`config.mk`:
```
export PLATFORM = sky130hd
export DESIGN_NAME = rr_arb_enc
export DESIGN_NICKNAME = d
export VERILOG_FILES = /design/src/rtl/arb_pkg.sv /design/src/rtl/rr_pick.sv /design/src/rtl/rr_arb_enc.sv
export SDC_FILE = /design/constraint.sdc
export NUM_CORES = 1
export LEC_CHECK = 0
export ABC_CLOCK_PERIOD_IN_PS = 2800
export CAP_MARGIN = 20
export CORE_AREA = 2 2 57 59
export DETAILED_ROUTE_END_ITERATION = 8
export DIE_AREA = 0 0 59 61
export PLACE_DENSITY = 0.81
export SLEW_MARGIN = 0
export SYNTH_ARGS = -nofsm -noshare
export SYNTH_HDL_FRONTEND = slang
export SYNTH_SLANG_ARGS = --single-unit
```
`constraint.sdc`:
```
create_clock -name clk -period 2.8 [get_ports clk]
set_clock_uncertainty 0.1 [all_clocks]
set_input_delay 0.28 -clock clk [delete_from_list [all_inputs] [get_ports clk]]
set_output_delay 0.28 -clock clk [all_outputs]
set_load 0.1 [all_outputs]
```
`src/rtl/arb_pkg.sv`:
```
// Shared types and constants for the rr_arb_enc round-robin arbiter.
package arb_pkg;

  localparam int unsigned N        = 8;
  localparam int unsigned IDXW     = 3;
  localparam int unsigned TO_CNT_W = 8;

  typedef enum logic [1:0] {
    IDLE  = 2'd0,
    GRANT = 2'd1,
    REL   = 2'd2
  } state_t;

endpackage

```
`src/rtl/rr_pick.sv`:
```
// Combinational rotating-priority pick: first set request scanning ptr, ptr+1, ... with wrap.
module rr_pick
  import arb_pkg::*;
(
  input  logic [N-1:0]    req,
  input  logic [IDXW-1:0] ptr,
  output logic [IDXW-1:0] winner,
  output logic            any
);

  logic [IDXW-1:0] idx;

  always_comb begin
    winner = '0;
    any    = 1'b0;
    idx    = '0;
    for (int unsigned i = 0; i < N; i++) begin
      // Natural IDXW-bit wrap provides the 7 -> 0 rollover.
      idx = ptr + IDXW'(i);
      if (!any && req[idx]) begin
        winner = idx;
        any    = 1'b1;
      end
    end
  end

endmodule

```
`src/rtl/rr_arb_enc.sv`:
```
// Eight-input round-robin arbiter with registered 3-bit grant index for a 3-to-8 decoder.
// Optional grant timeout is compiled in with `define ARB_TIMEOUT_EN.
module rr_arb_enc #(
  parameter int N        = 8,
  parameter int IDXW     = 3,
  parameter int MAX_HOLD = 16
) (
  input  logic            clk,
  input  logic            rst_n,
  input  logic [N-1:0]    req,
  input  logic            done,
  output logic [IDXW-1:0] gnt_idx,
  output logic            gnt_valid,
  output logic            busy,
  output logic            timeout
);
  import arb_pkg::*;

  if (N != 8 || IDXW != $clog2(N) || MAX_HOLD < 1 || MAX_HOLD > (1 << TO_CNT_W)) begin : g_bad_cfg
    $error("rr_arb_enc: unsupported N/IDXW/MAX_HOLD combination");
  end

  state_t          state, state_next;
  logic [IDXW-1:0] ptr;
  logic [IDXW-1:0] winner;
  logic            any;
  logic            owner_rel;
  logic            force_rel;
  logic            rel_go;

  rr_pick u_pick (
    .req    (req),
    .ptr    (ptr),
    .winner (winner),
    .any    (any)
  );

  assign owner_rel = done || !req[gnt_idx];
  assign rel_go    = owner_rel || force_rel;
  assign busy      = (state != IDLE);

`ifdef ARB_TIMEOUT_EN
  logic [TO_CNT_W-1:0] hold_cnt;

  assign force_rel = (hold_cnt == TO_CNT_W'(MAX_HOLD - 1));

  always_ff @(posedge clk or negedge rst_n) begin
    if (!rst_n) begin
      hold_cnt <= '0;
      timeout  <= 1'b0;
    end else begin
      timeout <= 1'b0;
      if (state == IDLE && any) begin
        hold_cnt <= '0;
      end else if (state == GRANT) begin
        hold_cnt <= hold_cnt + 1'b1;
        // A genuine release in the same cycle wins over the forced one.
        if (force_rel && !owner_rel) timeout <= 1'b1;
      end
    end
  end
`else
  assign force_rel = 1'b0;
  assign timeout   = 1'b0;
`endif

  always_comb begin
    state_next = state;
    case (state)
      IDLE:    if (any) state_next = GRANT;
      GRANT:   if (rel_go) state_next = REL;
      REL:     state_next = IDLE;
      default: state_next = IDLE;
    endcase
  end

  always_ff @(posedge clk or negedge rst_n) begin
    if (!rst_n) begin
      state     <= IDLE;
      ptr       <= '0;
      gnt_idx   <= '0;
      gnt_valid <= 1'b0;
    end else begin
      state <= state_next;
      if (state == IDLE && any) begin
        gnt_idx   <= winner;
        gnt_valid <= 1'b1;
      end else if (state == GRANT && rel_go) begin
        gnt_valid <= 1'b0;
        ptr       <= gnt_idx + 1'b1;
      end
    end
  end

endmodule

```
==> results of run 1 <==
## what timing repair did
| action | 4_1_cts | 5_1_grt |
|---|---|---|
| pin swaps | 1 | 5 |
| setup endpoints to repair | 1 | 5 |
| setup buffers | 2 | 4 |
| resized for setup | 0 | 11 |
## worst paths after layout
check | end | slack, ns
max | gnt_idx[1]$_DFFE_PN0P_ | 0.06
min | state[0]$_DFFE_PN0P_ | 0.20
max reg2reg | gnt_idx[1]$_DFFE_PN0P_ | 0.06
min reg2reg | gnt_valid$_DFFE_PN0P_ | 0.42
max in group asynchronous | ptr[1]$_DFFE_PN0P_ | 2.09
min in group clk | gnt_valid$_DFFE_PN0P_ | 0.42
## routing by layer
| layer | share of wire [%] | wire, µm | GRT usage [%] | up-vias |
|---|---|---|---|---|
| li1 | - | - | - | 647 |
| met5 | 0 | 0 | 0 | - |
| met3 | 5.6 | 231 | 4.904 | 22 |
| met2 | 52 | 2129 | 40.00 | 71 |
| met4 | 4.3 | 179 | 14.61 | 0 |
| met1 | 38 | 1585 | 28.13 | 721 |
## through the flow
stage / hold slack, ns / instances
2_1_floorplan: -0.1156 / 157
3_3_place_gp: 0.3655 / 207
3_5_place_dp: 0.3842 / 207
4_1_cts: 0.2001 / 213
5_1_grt: 0.2197 / 217
6_report: 0.2015 / 217
## cell usage in the layout, fill, tap and decap left out, types with 3 or more instances in the layout
cell type	synthesis	layout
buf_4	3	21
nand2_1	18	18
nor2_1	13	13
a21oi_1	13	13
mux4_2	11	11
inv_1	10	10
clkdlybuf4s50_1	0	10
dfrtp_1	9	8
mux2i_1	10	6
o21ai_0	6	6
nand3_1	4	4
a21boi_0	4	4
mux2i_2	0	3
a221oi_1	3	3
clkbuf_4	0	3
## area by class of cell
| class | count | share of cell area (%) |
|---|---|---|
| well taps | 33 | 2.300 |
| multi-input cells | 127 | 64.67 |
| flip-flops and latches | 9 | 12.61 |
| repair buffers | 33 | 16.59 |
| clock buffers | 3 | 1.254 |
| clock inverters | 1 | 0.2787 |
| inverters | 11 | 2.300 |
## cell families (layout without fill, tap and decap cells)
logic type | count (synthesis) | after routing | synth area share, %
muxes | 26 | 26 | 30.09
DFF | 9 | 9 | 15.48
adders and majority gates | 3 | 3 | 2.580
other | 1 | 1 | 0.2577
and+or+nand+nor | 50 | 50 | 16.68
AOI/OAI and AO/OA | 42 | 42 | 21.76
xor gates and xnor gates | 5 | 5 | 4.042
buffers and inverters | 21 | 48 | 9.115
## registers in the layout, summed over array words and instances (netlist names)
signal / count
ptr: 3
gnt_valid: 1
state: 2
gnt_idx: 3
==> results.tsv, run 1 <==
stage	metric	value	unit
setup_path	critical_path_depth	11	
clock_network	cts_buffer_depth	2	
layout	ff_latch_area	226.5	µm²
logic_synthesis	synth-main-ff-cell	dfrtp_1	
grt	track_usage	23.83	%
floorplan	fp.dieW	59	µm
setup_path	worstPathCellList	inv_2, ha_4, buf_12, mux4_2, mux2i_2, a32oi_2, nor3_2, buf_4, a31o_2, a21oi_1, o31a_1	
setup_path	critPathKind	flip-flop to flip-flop	
placement	postPlaceCellArea	0.001659	mm²
layout	fin_util	60.81	%
setup_path	cp_max_fo	6	
route	antenna_left	0	
logic_synthesis	synth_seq_cells	9	
run	maxCapViolCount	0	
sta	fin_tns_setup	0	ns
outcome	status	finished clean	
logic_synthesis	ys_types	52	
floorplan	start_util	49.28	%
logic_synthesis	ys_warn_count	0	
logic_synthesis	yosys.cell_count.top_type	nand2_1	
layout	area_delta_synth_final	23.39	%
logic_synthesis	synthArstFlopShare	100.0	%
logic_synthesis	synth.top_cells.by_count	nand2_1 (18), a21oi_1 (13), nor2_1 (13)	
layout	fill_cells	246	
floorplan	die_h	61	µm
logic_synthesis	ys_seq_area_share	15.48	%
route	vias_per_cell	6.733	
layout	design_area	0.001795	mm²
route	drc	0	
clock_network	clk_latency	0.27	ns
route	vias	1461	
sta	post-route-period-util	97.94	%
grt	grt_pass1_vias	1426	
setup_path	slowest_stage	mux4_2	
logic_synthesis	synth-edff-count	0	
setup_path	worstPathArrival	2.80	ns
logic_synthesis	synth_top_area_share	17.02	%
setup_path	critPathLaunch	ptr[0]$_DFFE_PN0P_	
layout	drive_above_1_share	35.87	%
setup_path	crit_required	2.86	ns
setup_path	r2r-start	ptr[0]$_DFFE_PN0P_	
clock_network	postCtsHoldBufs	0	
sta	finalSetupViolations	0	
setup_path	end_kind	flip-flop	
setup_path	cp-start-kind	flip-flop	
sta	relSlewSlack	62.01	%
logic_synthesis	avgSynthCellArea	9.268	µm²
sta	maxSlewViolCount	0	
placement	place_ws	-0.06140	ns
setup_path	cpPeakStageDelay	0.51	ns
setup_path	cp_num_buf_inv	3	
layout	nNetsFinal	199	
sta	worst_pin_slew	0.5664	ns
setup_path	crit_family	multiplexers	
clock_network	cts_root_buffer	clkbuf_4	
layout	num_antenna_cells	0	
placement	io_buffers	15	
grt	antenna_found_initial	0	
sta	timing.fmax	0.3647	GHz
layout	multi_input_area	0.001161	mm²
floorplan	io_pins	17	
floorplan	rows	20	
logic_synthesis	yosysTopAreaCell	mux4_2	
clock_network	cts_made_buffers	3	
sta	hold_viol_final	0	
route	dr.first_iter.drc_count	58	
logic_synthesis	synthTopCellsByArea	mux4_2 (17%), dfrtp_1 (15%), mux2i_1 (6.9%), nand2_1 (4.6%), a21oi_1 (4.5%)	
clock_network	cts.sinks	9	
clock_network	clk_pin_slew	0.06	ns
grt	grt_max_degree	20	
logic_synthesis	synth_area	0.001455	mm²
grt	grt_pass1_wl	6472	µm
placement	dpl.hpwl	2980	µm
sta	min_period	2.742	ns
grt	grt.overflow.total	0	
clock_network	htreeDepth	1	
floorplan	dieArea	0.003599	mm²
floorplan	coreArea	0.002953	mm²
sta	fin_ws	0.05774	ns
clock_network	cts_tree	yes	
route	dr.pass1.iters	4	
route	wl_per_cell	19.01	µm
placement	gp_congestion	0.8988	
logic_synthesis	syn_nets	171	
logic_synthesis	syn_inst	157	
route	drt-total-wl	4125	µm
setup_path	r2r_cells	11	
min_path	min_path_type	input pin to async pin	
Power of run 1 is left out: the tool's default activity adds up to more than one toggle a clock period on the data nets, which glitch-free logic cannot reach.
==> inputs of run 2 (changes only) <==
==> constraint.sdc (replaced) <==
create_clock -name clk -period 2.8 [get_ports clk]
set_clock_uncertainty 0.1 [all_clocks]
set_input_delay 0.28 -clock clk [delete_from_list [all_inputs] [get_ports clk]]
set_output_delay 0.28 -clock clk [all_outputs]
set_load 0.005 [all_outputs]
==> run 2 against run 1 <==
- the run now ends with setup timing left
- via count is 1.2% higher
- utilization is 1.3 points higher
- wire length is 6.6% higher
- first-iteration DRC count is 64% higher
- sequential share of layout area is 0.26 points lower
- cell area is 2.1% higher
- global-route usage is 0.36 points lower
- register-to-register slack worse by 0.08 ns
- hold slack worse by 0.012 ns
- count of clock-buffer cells in the layout stayed put
- setup slack worse by 0.078 ns
==> results.tsv, run 2 (same netlist as run 1, synthesis figures left out) <==
stage	metric	value	unit	change
layout	area_delta_synth_final	25.97	%	
setup_path	crit_required	2.86	ns	about the same
floorplan	die_h	61	µm	unchanged
setup_path	end_kind	flip-flop		
grt	grt_max_degree	20		unchanged
sta	timing.fmax	0.3546	GHz	-2.8%
sta	min_period	2.820	ns	+0.07778 ns
layout	finalNonFillerCells	221		+1.8%
grt	track_usage	23.47	%	-0.36 points
floorplan	fp.dieW	59	µm	unchanged
floorplan	coreArea	0.002953	mm²	unchanged
placement	gp_congestion	0.9786		+8.9%
sta	finalSetupViolations	1		+1
grt	grt_pass1_wl	6479	µm	+0.11%
clock_network	cts_made_buffers	3		unchanged
placement	io_buffers	15		unchanged
route	antenna_left	0		unchanged
grt	antenna_found_initial	0		unchanged
clock_network	postCtsHoldBufs	0		unchanged
layout	layout_commonest_cell	buf_4		
route	vias_per_cell	6.688		-0.67%
route	wl_per_cell	19.90	µm	+4.7%
placement	postPlaceCellArea	0.001687	mm²	+1.7%
clock_network	clk_latency	0.27	ns	about the same
layout	design_area	0.001833	mm²	+2.1%
setup_path	worstPathArrival	2.88	ns	+0.08 ns
outcome	violations	setup timing		
setup_path	cp-start-kind	flip-flop		
sta	post-route-period-util	100.7	%	+2.8 points
setup_path	cp_max_fo	6		unchanged
route	drt-total-wl	4398	µm	+6.6%
min_path	min_path_type	input pin to async pin		
sta	maxSlewViolCount	0		unchanged
route	dr.pass1.iters	4		unchanged
outcome	status	complete, but fails checks		
layout	nNetsFinal	203		+2.0%
sta	worst_hold_slack	0.1898	ns	-0.01168 ns
setup_path	worstPathCellList	inv_2, ha_4, mux4_2, mux2i_1, a32oi_2, nor3_4, buf_4, and4b_2, a21oi_2, o31a_1		
run	maxCapViolCount	0		unchanged
sta	hold_viol_final	0		unchanged
sta	worst_pin_slew	0.7629	ns	+0.1965 ns
clock_network	htreeDepth	1		unchanged
placement	dpl.hpwl	2897	µm	-2.8%
route	drc	0		unchanged
sta	rsz0062_at_grt	true		
floorplan	start_util	49.28	%	unchanged
setup_path	slowest_stage	mux4_2		
layout	reg.largest.list	gnt_idx x3, ptr x3, state x2		
floorplan	dieArea	0.003599	mm²	unchanged
layout	num_antenna_cells	0		unchanged
floorplan	io_pins	17		unchanged
sta	fin_ws	-0.02004	ns	-0.07778 ns
layout	final_cell_mix	buf_4 (20), nand2_1 (18), clkdlybuf4s50_1 (15), nor2_1 (13), a21oi_1 (12)		
route	dr.first_iter.drc_count	95		+64%
clock_network	cts_buffer_depth	2		unchanged
clock_network	cts_root_buffer	clkbuf_4		
grt	grt.overflow.total	0		unchanged
setup_path	critPathKind	flip-flop to flip-flop		
setup_path	cpPeakStageDelay	0.54	ns	+0.03 ns
clock_network	cts_tree	yes		
floorplan	rows	20		unchanged
grt	grt_pass1_vias	1343		-5.8%
sta	relSlewSlack	48.83	%	-13 points
clock_network	clk_pin_slew	0.07	ns	about the same
clock_network	cts.sinks	9		unchanged
placement	dp_cells	209		+0.97%
layout	drive_above_1_share	35.11	%	-0.76 points
route	vias	1478		+1.2%
run 2: through the flow:
step | setup TNS [ns] | setup WS (ns) | util, %
floorplan | 0 | 0.009930 | -
global placement | -0.04086 | -0.04086 | 57.12
detailed placement | -0.05771 | -0.05369 | 57.12
CTS | 0 | 0.02500 | 58.05
global route | -0.1498 | -0.06652 | 62.08
finish | -0.02004 | -0.02004 | 62.08
run 2: path summary, 6_finish.rpt:
check / start / end / slack (ns) / depth (start not counted)
worst max-delay path: ptr[0]$_DFFE_PN0P_ / gnt_idx[1]$_DFFE_PN0P_ / -0.02 / 10
worst min-delay path: rst_n / gnt_idx[2]$_DFFE_PN0P_ / 0.19 / 1
worst max register to register: ptr[0]$_DFFE_PN0P_ / gnt_idx[1]$_DFFE_PN0P_ / -0.02 / 10
worst min register to register: gnt_valid$_DFFE_PN0P_ / gnt_valid$_DFFE_PN0P_ / 0.38 / 2
max in group asynchronous: rst_n / ptr[1]$_DFFE_PN0P_ / 2.10 / 1
min in group clk: gnt_valid$_DFFE_PN0P_ / gnt_valid$_DFFE_PN0P_ / 0.38 / 2
run 2: what timing repair did:
action / in CTS / in global routing
gates resized for setup: 0 / 14
endpoints found under the setup margin: 0 / 3
buffers inserted: 0 / 8
run 2: worst max-delay path: cells and delay by family, from the launching register on:
| kind | cells | cell delay (ns) |
|---|---|---|
| flip-flops | 1 | 0.41 |
| adder cells (fa/ha/maj) | 1 | 0.33 |
| AO/OA/AOI/OAI | 3 | 0.32 |
| buffers and inverters | 2 | 0.25 |
| AND/OR/NAND/NOR | 2 | 0.55 |
| multiplexers | 2 | 0.74 |
run 2: final cells by class:
class / count / area [µm²]
sequential: 9 / 226.5
fill: 225 / 1120
inverter: 11 / 41.29
clock buffer: 3 / 22.52
clock inverter: 1 / 5.005
tap: 33 / 41.29
multi-input combinational: 127 / 1165
timing repair buffer: 37 / 331.6
run 2: layer usage:
| layer | part of all wire, % | vias up | global-route usage (%) |
|---|---|---|---|
| met3 | 7.1 | 10 | 4.051 |
| met1 | 40 | 727 | 31.06 |
| li1 | - | 659 | - |
| met4 | 1.6 | 0 | 8.766 |
| met2 | 51 | 82 | 38.73 |
| met5 | 0 | - | 0 |
Power of run 2 is left out for the same reason.
